--- config.mk ---
export PLATFORM = sky130hd
export DESIGN_NAME = multi_timer
export DESIGN_NICKNAME = d
export VERILOG_FILES = /design/src/rtl/multi_timer.sv
export SDC_FILE = /design/constraint.sdc
export NUM_CORES = 1
export LEC_CHECK = 0
export ABC_AREA = 1
export CORE_ASPECT_RATIO = 0.8
export CORE_MARGIN = 8
export CORE_UTILIZATION = 44
export DETAILED_ROUTE_END_ITERATION = 10
export PLACE_DENSITY = 0.72
export SLEW_MARGIN = 20
export SYNTH_ARGS = -nofsm -noshare
export SYNTH_HDL_FRONTEND = slang
export SYNTH_SLANG_ARGS = --single-unit
--- constraint.sdc ---
create_clock -name clk -period 2.9 [get_ports clk]
set_input_delay 0.29 -clock clk [delete_from_list [all_inputs] [get_ports clk]]
set_output_delay 0.29 -clock clk [all_outputs]
set_load 0.005 [all_outputs]
--- src/rtl/multi_timer.sv ---
// N-channel tick timer: one shared prescaler feeds independent IDLE/RUN/DONE channels.
// Optional sticky interrupt per channel when MULTI_TIMER_STICKY_IRQ_EN is defined.
module multi_timer #(
  parameter int unsigned N_CHANNELS  = 4,
  parameter int unsigned TIMER_WIDTH = 16,
  parameter int unsigned CLK_FREQ    = 100_000_000,
  parameter int unsigned TICK_HZ     = 1
) (
  input  logic                            clk,
  input  logic                            rst_n,
  input  logic [N_CHANNELS-1:0]           i_start,
  input  logic [N_CHANNELS-1:0]           i_stop,
  input  logic [N_CHANNELS-1:0]           i_clear,
  input  logic [N_CHANNELS-1:0]           i_periodic,
  input  logic [N_CHANNELS*TIMER_WIDTH-1:0] i_limit,
`ifdef MULTI_TIMER_STICKY_IRQ_EN
  input  logic [N_CHANNELS-1:0]           i_irq_ack,
  output logic [N_CHANNELS-1:0]           o_irq,
`endif
  output logic                            o_tick,
  output logic [N_CHANNELS*TIMER_WIDTH-1:0] o_count,
  output logic [N_CHANNELS-1:0]           o_running,
  output logic [N_CHANNELS-1:0]           o_done,
  output logic [N_CHANNELS-1:0]           o_expire
);

  localparam int unsigned DIV   = (TICK_HZ != 0) ? CLK_FREQ / TICK_HZ : 0;
  localparam int unsigned PRE_W = (DIV > 1) ? $clog2(DIV) : 1;

  if ((TICK_HZ == 0) || (DIV == 0) || (DIV * TICK_HZ != CLK_FREQ) || (N_CHANNELS < 1))
  begin : g_bad_cfg
    $error("multi_timer: CLK_FREQ/TICK_HZ must be an integer >= 1 and N_CHANNELS >= 1");
  end

  typedef enum logic [1:0] {IDLE, RUN, DONE} state_e;

  logic [PRE_W-1:0] pre_cnt;
  logic             tick;

  assign tick   = (pre_cnt == PRE_W'(DIV - 1));
  assign o_tick = tick;

  always_ff @(posedge clk or negedge rst_n) begin
    if (!rst_n)    pre_cnt <= '0;
    else if (tick) pre_cnt <= '0;
    else           pre_cnt <= pre_cnt + 1'b1;
  end

  for (genvar k = 0; k < N_CHANNELS; k++) begin : g_ch
    state_e                 state, state_nx;
    logic [TIMER_WIDTH-1:0] count, count_nx, limit, limit_nx;
    logic                   periodic, periodic_nx;
    logic                   expire, expire_nx;

    always_ff @(posedge clk or negedge rst_n) begin
      if (!rst_n) begin
        state    <= IDLE;
        count    <= '0;
        limit    <= '0;
        periodic <= 1'b0;
        expire   <= 1'b0;
      end else begin
        state    <= state_nx;
        count    <= count_nx;
        limit    <= limit_nx;
        periodic <= periodic_nx;
        expire   <= expire_nx;
      end
    end

    // Priority: clear > start > stop > tick; start also discards a coincident tick.
    always_comb begin
      state_nx    = state;
      count_nx    = count;
      limit_nx    = limit;
      periodic_nx = periodic;
      expire_nx   = 1'b0;
      if (i_clear[k]) begin
        state_nx = IDLE;
        count_nx = '0;
      end else if (i_start[k]) begin
        state_nx    = RUN;
        count_nx    = '0;
        limit_nx    = i_limit[k*TIMER_WIDTH +: TIMER_WIDTH];
        periodic_nx = i_periodic[k];
      end else if (i_stop[k]) begin
        if (state == RUN) state_nx = IDLE;
      end else if (tick && (state == RUN)) begin
        if (count == limit) begin
          expire_nx = 1'b1;
          if (periodic) count_nx = '0;
          else          state_nx = DONE;
        end else begin
          count_nx = count + 1'b1;
        end
      end
    end

    assign o_count[k*TIMER_WIDTH +: TIMER_WIDTH] = count;
    assign o_running[k] = (state == RUN);
    assign o_done[k]    = (state == DONE);
    assign o_expire[k]  = expire;

`ifdef MULTI_TIMER_STICKY_IRQ_EN
    // Set off expire_nx so o_irq rises together with o_expire; set beats ack.
    logic irq;
    always_ff @(posedge clk or negedge rst_n) begin
      if (!rst_n)                        irq <= 1'b0;
      else if (expire_nx)                irq <= 1'b1;
      else if (i_clear[k] || i_irq_ack[k]) irq <= 1'b0;
    end
    assign o_irq[k] = irq;
`endif
  end

endmodule

**Word level (Yosys, flattened, before mapping)**

Cells that the tools add are included.

- Flip-flop bits (word level): 171
- Input port bits: 82
- Logic and storage cells: 160

- Add/subtract/negate cells: 5
- Equal/unequal tests: 29
- Multiplexer cells: 73
- Bitwise gates (word level): 4
- Reduce and logical (&&, ||, !) cells: 28

Operator list:

| cell | count |
|---|---|
| $mux W16 | 24 |
| $add A16 B1 Y16 const B | 4 |
| $eq A16 B16 Y1 | 4 |
| $mux W2 | 28 |
| $ne A4 B4 Y1 const B | 8 |
| $reduce_bool A4 Y1 | 8 |
| $add A27 B1 Y27 const B | 1 |
| $eq A27 B27 Y1 const B | 1 |
| $mux W27 | 1 |
| $mux W1 | 20 |
| $ne A4 B2 Y1 const B | 4 |
| $reduce_and A4 Y1 | 4 |
| $ne A3 B2 Y1 const B | 4 |
| $reduce_and A3 Y1 | 4 |
| $reduce_bool A3 Y1 | 4 |
| $eq A2 B1 Y1 const B | 4 |
| $eq A2 B2 Y1 const B | 4 |
| $reduce_and A2 Y1 | 4 |
| $logic_and A1 B1 Y1 | 4 |
| $not A1 Y1 | 4 |

**Longest topological paths before layout**

Gate-level depths: netlist of the first run.

- Depth after elaboration: 6
- Gate-level depth with buffers: 13
- Gate-level depth less buffers: 13

**Least setup slack after synthesis of the first run**

Ideal clock, no wire load.

- Path kind: register to register
- Start point: register pre_cnt[0]
- End point: register g_ch[0].count[8]
- Setup time: 117 ps
- Arrival time: 1643 ps
- Data required time: 2783 ps
- Path slack: 1141 ps
- Cell stages (with the launch flop): 13
- Path buffers: 1
- Path through: dfrtp_1 ha_1 nand3_2 inv_2 nand2_2 clkinv_2 nand3_4 nor2_4 o21ai_4 nand2_4 buf_6 nand2_1 nand2_1

- Longest elaborated chain between the ends: 4

RTL lines:

| element | RTL line | text |
|---|---|---|
| from (decl) | 37 | `logic [PRE_W-1:0] pre_cnt;` |
| from (signal assigned) | 46 | `else pre_cnt <= pre_cnt + 1'b1;` |
| $eq A27 B27 Y1 | 40 | `assign tick = (pre_cnt == PRE_W'(DIV - 1));` |
| $logic_and A1 B1 Y1 | 88 | `end else if (tick && (state == RUN)) begin` |
| $reduce_bool A3 Y1 (no source line) | n/a |  |
| $reduce_and A3 Y1 (no source line) | n/a |  |
| to (signal assigned) | 64 | `count <= count_nx;` |
| to (decl) | 51 | `logic [TIMER_WIDTH-1:0] count, count_nx, limit, limit_nx;` |

Every way passes these cells.
A chain may end at the register's enable or synchronous reset.

**Final worst setup path of the first run**

- Start point: register pre_cnt[0]
- End point: output o_tick

- Longest elaborated chain between the ends: 1

RTL lines:

| element | RTL line | text |
|---|---|---|
| $eq A27 B27 Y1 | 40 |  |
| to (decl) | 20 | `output logic o_tick,` |

Every way passes these cells.

==> results of run 1 <==
[repair_timing]
item / in CTS / in global routing
buffers inserted: 0 / 0
hold buffers: 1 / 0
endpoints found under the hold margin: 52 / 0
[layout by cell type, fill, tap and decap left out, drive strengths merged, types with 13 or more instances in the layout]
cell type	synthesis	final
nand2	356	356
nor2	212	212
dfrtp	171	171
clkdlybuf4s50	0	157
inv	131	134
nand3	118	118
xor2	61	61
mux2	42	42
a21oi	33	33
nor3	31	31
nand4	21	21
o21ai	20	20
clkbuf	17	19
xnor2	17	17
buf	22	13
[metal layers]
| layer | up-vias | global-route usage | routed length (um) |
|---|---|---|---|
| li1 | 4356 | - | - |
| met1 | 4119 | 0.264 | 12000 |
| met2 | 229 | 0.282 | 11200 |
| met3 | 24 | 0.0437 | 1530 |
| met4 | 2 | 0.0467 | 327 |
| met5 | - | 0 | 13 |
[power by group through the flow]
stage	registers [uW]	clock network, uW	logic [uW]
final	2610	2560	572
after global routing	2630	2720	647
after CTS	2610	2610	582
after detailed placement	2650	0	579
after global placement	2650	0	566
after floorplan	2630	0	333
[kinds of logic (layout without fill, tap and decap cells)]
family / after synthesis / in the layout / share of synthesized area
fa+ha+maj: 5 / 5 / 0.00638
mux: 42 / 42 / 0.0482
xor+xnor: 78 / 78 / 0.0696
compound gates: 65 / 65 / 0.0383
flops: 171 / 171 / 0.436
simple gates: 747 / 747 / 0.329
buf+inv: 172 / 336 / 0.0729
[how the worst max path moves through the flow]
stage | cells past startpoint | slack (ps) | to
final | 8 | 190 | o_tick
after global routing | 8 | 30 | o_tick
after CTS | 8 | 180 | o_tick
after detailed placement | 8 | 640 | o_tick
after global placement | 8 | 690 | o_tick
after floorplan | 12 | 1140 | g_ch[0].count[8]
[layout make-up]
class	instances	area share
well taps	306	0.0310
repair buffers	171	0.138
clock buffers	19	0.0359
multi-input cells	937	0.390
inverters	133	0.0406
clock inverters	13	0.0171
flip-flops and latches	171	0.347
[through the flow]
step	hold WS, ps	instance area (um2)
detailed placement	276	11700
global route	409	12300
finish	372	12300
floorplan	-5.59	9810
global placement	276	11700
CTS	380	12300
[critical path: cells and delay by family (launching register included)]
family                   cells  cell delay [ps]
buffers and inverters        4              890
flip-flops                   1              430
adder cells (fa/ha/maj)      1              260
AND/OR/NAND/NOR              3              420
[flip-flops by register name (all words and copies together), names as in the netlist]
| register | count |
|---|---|
| g_ch.count | 64 |
| g_ch.expire | 4 |
| g_ch.limit | 64 |
| g_ch.periodic | 4 |
| g_ch.state | 8 |
| pre_cnt | 27 |
==> flow_metrics.tcl, run 1 <==
set metrics [dict create \
    outcome "finished, final reports clean" \
    crit_type "reg -> out" \
    seq_area_mm2 0.00428 \
    rows 49 \
    worst_slack_ps 193 \
    synth.distinct_cells 41 \
    setup_viol 0 \
    crit_slowest_cell "clkdlybuf4s50_1" \
    rr_worst_depth 9 \
    drive_above_1_share 0.0886 \
    synth_top_area_cell "dfrtp_1" \
    worstSetupEndpointType "output pin" \
    seq_area_frac_synth 0.436 \
    rsz0062_at_grt "no" \
    final.period_utilization 0.933 \
    io_buffers 158 \
    die_area_mm2 0.0274 \
    required_ps 2610 \
    worstSetupStartpointType "flip-flop" \
    switching_power_uw 1370 \
    seq_power_share 0.454 \
    crit_arrival_ps 2420 \
    cpMostUsedCell "clkinv_2" \
    multi_input_area_mm2 0.00482 \
    drc 0 \
    dp_cells 1717 \
    die_width_um 183 \
    tns_ps 0 \
    fin_util 0.556 \
    ant_nets 0 \
    dp_hpwl_um 18600 \
    grt_overflow 0 \
    drt_iter0_drc 727 \
    cts_buffer_depth 2 \
    synth_seq_cells 171 \
    htreeDepth 4 \
    synth.top_cell.area_share 0.436 \
    syn_inst 1280 \
    die_h_um 150 \
    yosys_warnings 0 \
    synthTopCellsByCount "nand2_1, nor2_1, dfrtp_1, inv_1, nand3_1" \
    cts_resized 0 \
    p_leak_uw 0.00573 \
    syn_to_final_growth_pct 25.8 \
    antenna_found_initial 1 \
    p_int_uw 4380 \
    start_util 0.442 \
    wl_um 25100 \
    synthesis.area_mm2 0.00981 \
    grt_pass1_vias 8253 \
    clock-sinks 171 \
    antennaDiodeCount 0 \
    place_congestion 0.922 \
    power_density_mw_per_mm2 465 \
    clockPowerShare 0.446 \
    fill_cells 2087 \
    path_cells "ha_1 -> nand3_2 -> inv_2 -> nand2_2 -> clkinv_2 -> nand3_4 -> clkinv_2 -> clkdlybuf4s50_1" \
    maxSlewHeadroom 0.471 \
    r2r_slack_ps 660 \
    ir_drop_v 0.000274 \
    cts_tree "yes" \
    crit_path_max_fanout 9 \
    worst_pin_slew_ps 791 \
    ios 159 \
    cts_made_buffers 17 \
    finalHoldViolCount 0 \
    fmax_ghz 0.369 \
    skew_ps 11.1 \
    vias 8730 \
    power_uw 5740 \
    core-area_mm2 0.0222 \
    crit_path_start "pre_cnt[0]" \
    grt_pass1_wl_um 41900 \
    avgSynthCellArea_um2 7.67 \
    stdcell_count 1750 \
    grt_usage 0.186 \
    ys_async_sr_fraction 1.00 \
    cts-root-buf "clkbuf_16" \
    timing.rr.start "g_ch[2].count[12]" \
    drv_slew 0 \
    synth_edf_count 0 \
    grt_max_degree 88 \
    pre_cts_ws_ps 643 \
    clkTransAtPathRegs_ps 70 \
    syn_nets 1367 \
    synthTopCellsByArea "dfrtp_1, nand2_1, nor2_1" \
    first_pass_iters 5 \
    avgRoutedWirePerCell_um 14.3 \
    critPathMaxStageDelay_ps 520 \
    worstSkewPairLatency_ps 430 \
    comb_power_share 0.100 \
    yosysMostFrequentCell "nand2_1" \
    drt-vias-per-instance 4.99 \
    regToRegEndpoint "g_ch[2].count[15]" \
    ys.flop_type "dfrtp_1" \
    switching_share 0.238 \
    period_needed_ps 2710 \
    nets 1518 \
    cap_violations 0 \
    hold_path_class "in -> async" \
]
(Power assumes the default switching activity.)
==> run 2, diff against run 1 <==
- clock period: 2.9 -> 2.8 ns (I/O delays scaled with it)
==> flow_metrics.tcl, run 2 (synthesized netlist as in run 1, its figures left out) <==
set metrics [dict create \
    fmax_ghz 0.377 \
    worstSetupStartpointType "flip-flop" \
    drive_above_1_share 0.0932 \
    seq_power_share 0.472 \
    rr_worst_depth 11 \
    worst_slack_ps 150 \
    rows 49 \
    place_congestion 0.911 \
    maxSlewHeadroom 0.455 \
    io_buffers 158 \
    reg_top3 "g_ch.count: 64 flops, g_ch.limit: 64 flops, pre_cnt: 27 flops" \
    skew_ps 14.7 \
    p_leak_uw 0.00573 \
    tns_ps 0 \
    antennaDiodeCount 0 \
    hold_path_class "in -> async" \
    final.period_utilization 0.947 \
    ant_nets 0 \
    drt_iter0_drc 883 \
    regToRegEndpoint "g_ch[2].count[8]" \
    critPathBufInv 4 \
    crit_type "reg -> out" \
    power_density_mw_per_mm2 465 \
    drt-vias-per-instance 4.92 \
    required_ps 2520 \
    rsz0062_at_grt "no" \
    htreeDepth 4 \
    grt_pass1_wl_um 42000 \
    worstSetupEndpointType "output pin" \
    syn_to_final_growth_pct 25.7 \
    antenna_found_initial 1 \
    r2r_slack_ps 620 \
    clockPowerShare 0.424 \
    wl_um 25200 \
    cap_violations 0 \
    timing.rr.start "g_ch[2].count[6]" \
    vias 8642 \
    finalHoldViolCount 0 \
    grt_max_degree 65 \
    outcome "finished, final reports clean" \
    drv_slew 0 \
    switching_power_uw 1450 \
    clkTransAtPathRegs_ps 70 \
    layout_commonest_cell "nand2_1" \
    setup_viol 0 \
    crit_path_max_fanout 9 \
    crit_arrival_ps 2370 \
    dp_hpwl_um 18800 \
    first_pass_iters 5 \
    grt_overflow 0 \
    cts_tree "yes" \
    grt_pass1_vias 8252 \
    avgRoutedWirePerCell_um 14.4 \
    die_h_um 150 \
    fill_cells 2070 \
    grt_usage 0.187 \
    cts_buffer_depth 2 \
    power_uw 5730 \
    pre_cts_ws_ps 550 \
    mostFrequentLayoutCells "nand2_1, nor2_1, dfrtp_1, clkdlybuf4s50_1, inv_1" \
    clock-sinks 171 \
    ir_drop_v 0.000345 \
    switching_share 0.253 \
    die_area_mm2 0.0274 \
    core-area_mm2 0.0222 \
    postCtsSetupRepairBufs 0 \
    cts-root-buf "clkbuf_16" \
    comb_power_share 0.105 \
    p_int_uw 4280 \
    path_cells "ha_1 -> nand3_2 -> inv_2 -> nand2_2 -> clkinv_2 -> nand3_4 -> inv_4 -> clkdlybuf4s50_1" \
    path_delay_family "buffers and inverters" \
    start_util 0.442 \
    period_needed_ps 2650 \
    crit_slowest_cell "clkdlybuf4s50_1" \
    drc 0 \
    critPathMaxStageDelay_ps 550 \
    worst_pin_slew_ps 816 \
    die_width_um 183 \
    cts_made_buffers 17 \
    nets 1524 \
    worstSkewPairLatency_ps 430 \
    ios 159 \
]
-- run 2: cell types whose count changed in the layout (fill, tap and decap cells not counted), moves of 2 or more --
cell,previous run,this run
buf_4,10,16
bufinv_16,5,2
clkinv_2,4,2
inv_6,3,5
inv_8,0,2
-- run 2: how the worst max path moves through the flow --
stage | slack [ps] | endpoint | from | cells past startpoint
2_1_floorplan | 1040 | g_ch[0].count[8] | pre_cnt[0] | 12
3_3_place_gp | 590 | o_tick | pre_cnt[0] | 8
3_5_place_dp | 550 | o_tick | pre_cnt[0] | 8
4_1_cts | 80 | o_tick | pre_cnt[0] | 8
5_1_grt | 9 | o_tick | pre_cnt[0] | 8
6_report | 150 | o_tick | pre_cnt[0] | 8
-- run 2: metrics by stage --
stage	instance area, um2	util	hold WS, ps	std cells
2_1_floorplan	9810	-	-15.6	1280
3_3_place_gp	11700	0.528	326	1723
3_5_place_dp	11700	0.528	320	1723
4_1_cts	12300	0.556	406	1755
5_1_grt	12300	0.556	433	1755
6_report	12300	0.556	405	1755
-- run 2: power groups by stage --
stage	registers, uW	logic, uW	clock network [uW]
6_report	2700	600	2430
2_1_floorplan	2730	345	0
3_5_place_dp	2750	606	0
4_1_cts	2700	609	2500
3_3_place_gp	2740	591	0
5_1_grt	2720	674	2610
-- run 2: layout make-up --
type | instances | area (um2) | share of cell area
Clock buffer | 18 | 439 | 0.0356
Clock inverter | 13 | 156 | 0.0127
Inverter | 133 | 503 | 0.0408
Multi-Input combinational cell | 937 | 4820 | 0.391
Sequential cell | 171 | 4280 | 0.347
Tap cell | 306 | 383 | 0.0310
Timing Repair Buffer | 177 | 1750 | 0.142
-- run 2: routing by layer --
layer	global-route usage	wire length [um]
met2	0.289	11400
met1	0.265	12200
met3	0.0459	1510
met4	0.0349	226
met5	0	8
-- run 2: what timing repair did --
| action | CTS | global route |
|---|---|---|
| resized for setup | 0 | 2 |
| setup endpoints to repair | 0 | 1 |
| hold buffers | 1 | 0 |
| endpoints found under the hold margin | 59 | 0 |
==> run 3, diff against run 2 <==
- CELL_PAD_IN_SITES_DETAIL_PLACEMENT: not set -> 0
- CELL_PAD_IN_SITES_GLOBAL_PLACEMENT: not set -> 1
- CORE_UTILIZATION: 44 -> 40
- PLACE_DENSITY: 0.72 -> 0.85
==> flow_metrics.tcl, run 3 (synthesized netlist as in run 1, its figures left out) <==
set metrics [dict create \
    outcome "finished, final reports clean" \
    antenna_found_initial 0 \
    die_h_um 156 \
    reg_top3 "g_ch.count: 64 flops, g_ch.limit: 64 flops, pre_cnt: 27 flops" \
    maxSlewHeadroom 0.459 \
    drv_slew 0 \
    start_util 0.405 \
    core-area_mm2 0.0242 \
    clock-sinks 171 \
    wl_um 25100 \
    avgRoutedWirePerCell_um 14.2 \
    die_area_mm2 0.0298 \
    tns_ps 0 \
    required_ps 2520 \
    htreeDepth 4 \
    fill_cells 2362 \
    worst_pin_slew_ps 805 \
    grt_usage 0.174 \
    crit_slowest_cell "clkdlybuf4s50_1" \
    ant_nets 0 \
    crit_type "reg -> out" \
    setup_viol 0 \
    clkTransAtPathRegs_ps 70 \
    p_leak_uw 0.00571 \
    die_width_um 191 \
    ios 159 \
    nets 1522 \
    layout_commonest_cell "nand2_1" \
    ir_drop_v 0.000366 \
    cts_buffer_depth 2 \
    cap_violations 0 \
    power_density_mw_per_mm2 462 \
    fin_util 0.509 \
    place_congestion 0.866 \
    drc 0 \
    dp_hpwl_um 18500 \
    period_needed_ps 2550 \
    finalHoldViolCount 0 \
    path_cells "ha_1 -> nand3_2 -> inv_2 -> nand2_2 -> clkinv_2 -> nand3_4 -> inv_4 -> clkdlybuf4s50_1" \
    rows 51 \
    multi_input_area_mm2 0.00482 \
    worstSetupStartpointType "flip-flop" \
    mostFrequentLayoutCells "nand2_1, nor2_1, dfrtp_1, clkdlybuf4s50_1, inv_1" \
    vias 8462 \
    cts_made_buffers 17 \
    seq_area_mm2 0.00428 \
    final.period_utilization 0.910 \
    drt_iter0_drc 483 \
    crit_path_max_fanout 9 \
    cts_tree "yes" \
    fmax_ghz 0.392 \
    drive_above_1_share 0.0919 \
    grt_pass1_wl_um 42500 \
    io_buffers 158 \
    grt_overflow 0 \
    antennaDiodeCount 0 \
    cts-root-buf "clkbuf_16" \
    syn_to_final_growth_pct 25.7 \
    grt_max_degree 65 \
    worstSetupEndpointType "output pin" \
    rsz0062_at_grt "no" \
    first_pass_iters 5 \
    skew_ps 11.2 \
    drt-vias-per-instance 4.79 \
    crit_arrival_ps 2270 \
    grt_pass1_vias 8462 \
    worstSkewPairLatency_ps 440 \
    hold_path_class "in -> reg" \
    critPathMaxStageDelay_ps 530 \
]
-- run 3: power by group --
group          switching (uW)  internal (uW)
registers                91.7           2610
logic                     291            305
clock network            1070           1330
total                    1450           4250
-- run 3: layout make-up --
cell class              instances  share of cell area
clock buffers                  17              0.0345
clock inverters                15              0.0132
inverters                     133              0.0408
multi-input cells             937               0.391
flip-flops and latches        171               0.347
well taps                     318              0.0322
repair buffers                175               0.142
-- run 3: path summary, 6_finish.rpt --
check / start / endpoint / cells after the start / slack, ps
worst max-delay path: pre_cnt[0] / o_tick / 8 / 250
worst min-delay path: i_limit[27] / g_ch[1].limit[11] / 3 / 410
worst max register to register: g_ch[2].count[7] / g_ch[2].count[10] / 9 / 710
worst min register to register: g_ch[3].state[1] / g_ch[3].state[1] / 2 / 500
max in group asynchronous: rst_n / pre_cnt[16] / 3 / 1690
min in group asynchronous: rst_n / g_ch[3].limit[4] / 2 / 440
-- run 3: routing by layer --
layer,share of wire,track usage
met3,0.061,0.0478
met4,0.0090,0.0373
met2,0.43,0.269
met1,0.50,0.239
met5,0,0
-- run 3: repair_timing --
action	CTS	global route
hold endpoints to repair	61	0
buffers inserted	0	3
resized for setup	0	2
setup endpoints to repair	0	1
hold buffers	1	0
-- run 3: per-stage QoR --
stage | power (uW) | setup WS, ps | hold slack (ps) | area (um2) | std cells
2_1_floorplan | 3070 | 1040 | -15.6 | 9810 | 1280
3_3_place_gp | 3340 | 617 | 333 | 11700 | 1730
3_5_place_dp | 3360 | 549 | 341 | 11700 | 1730
4_1_cts | 5790 | 63.8 | 393 | 12300 | 1763
5_1_grt | 5970 | 69.3 | 404 | 12300 | 1766
6_report | 5690 | 251 | 412 | 12300 | 1766
-- run 3: critical path: cells and delay by family (launching register included) --
kind          cells  cell delay (ps)
flops             1              410
buf+inv           4              880
simple gates      3              320
fa+ha+maj         1              210
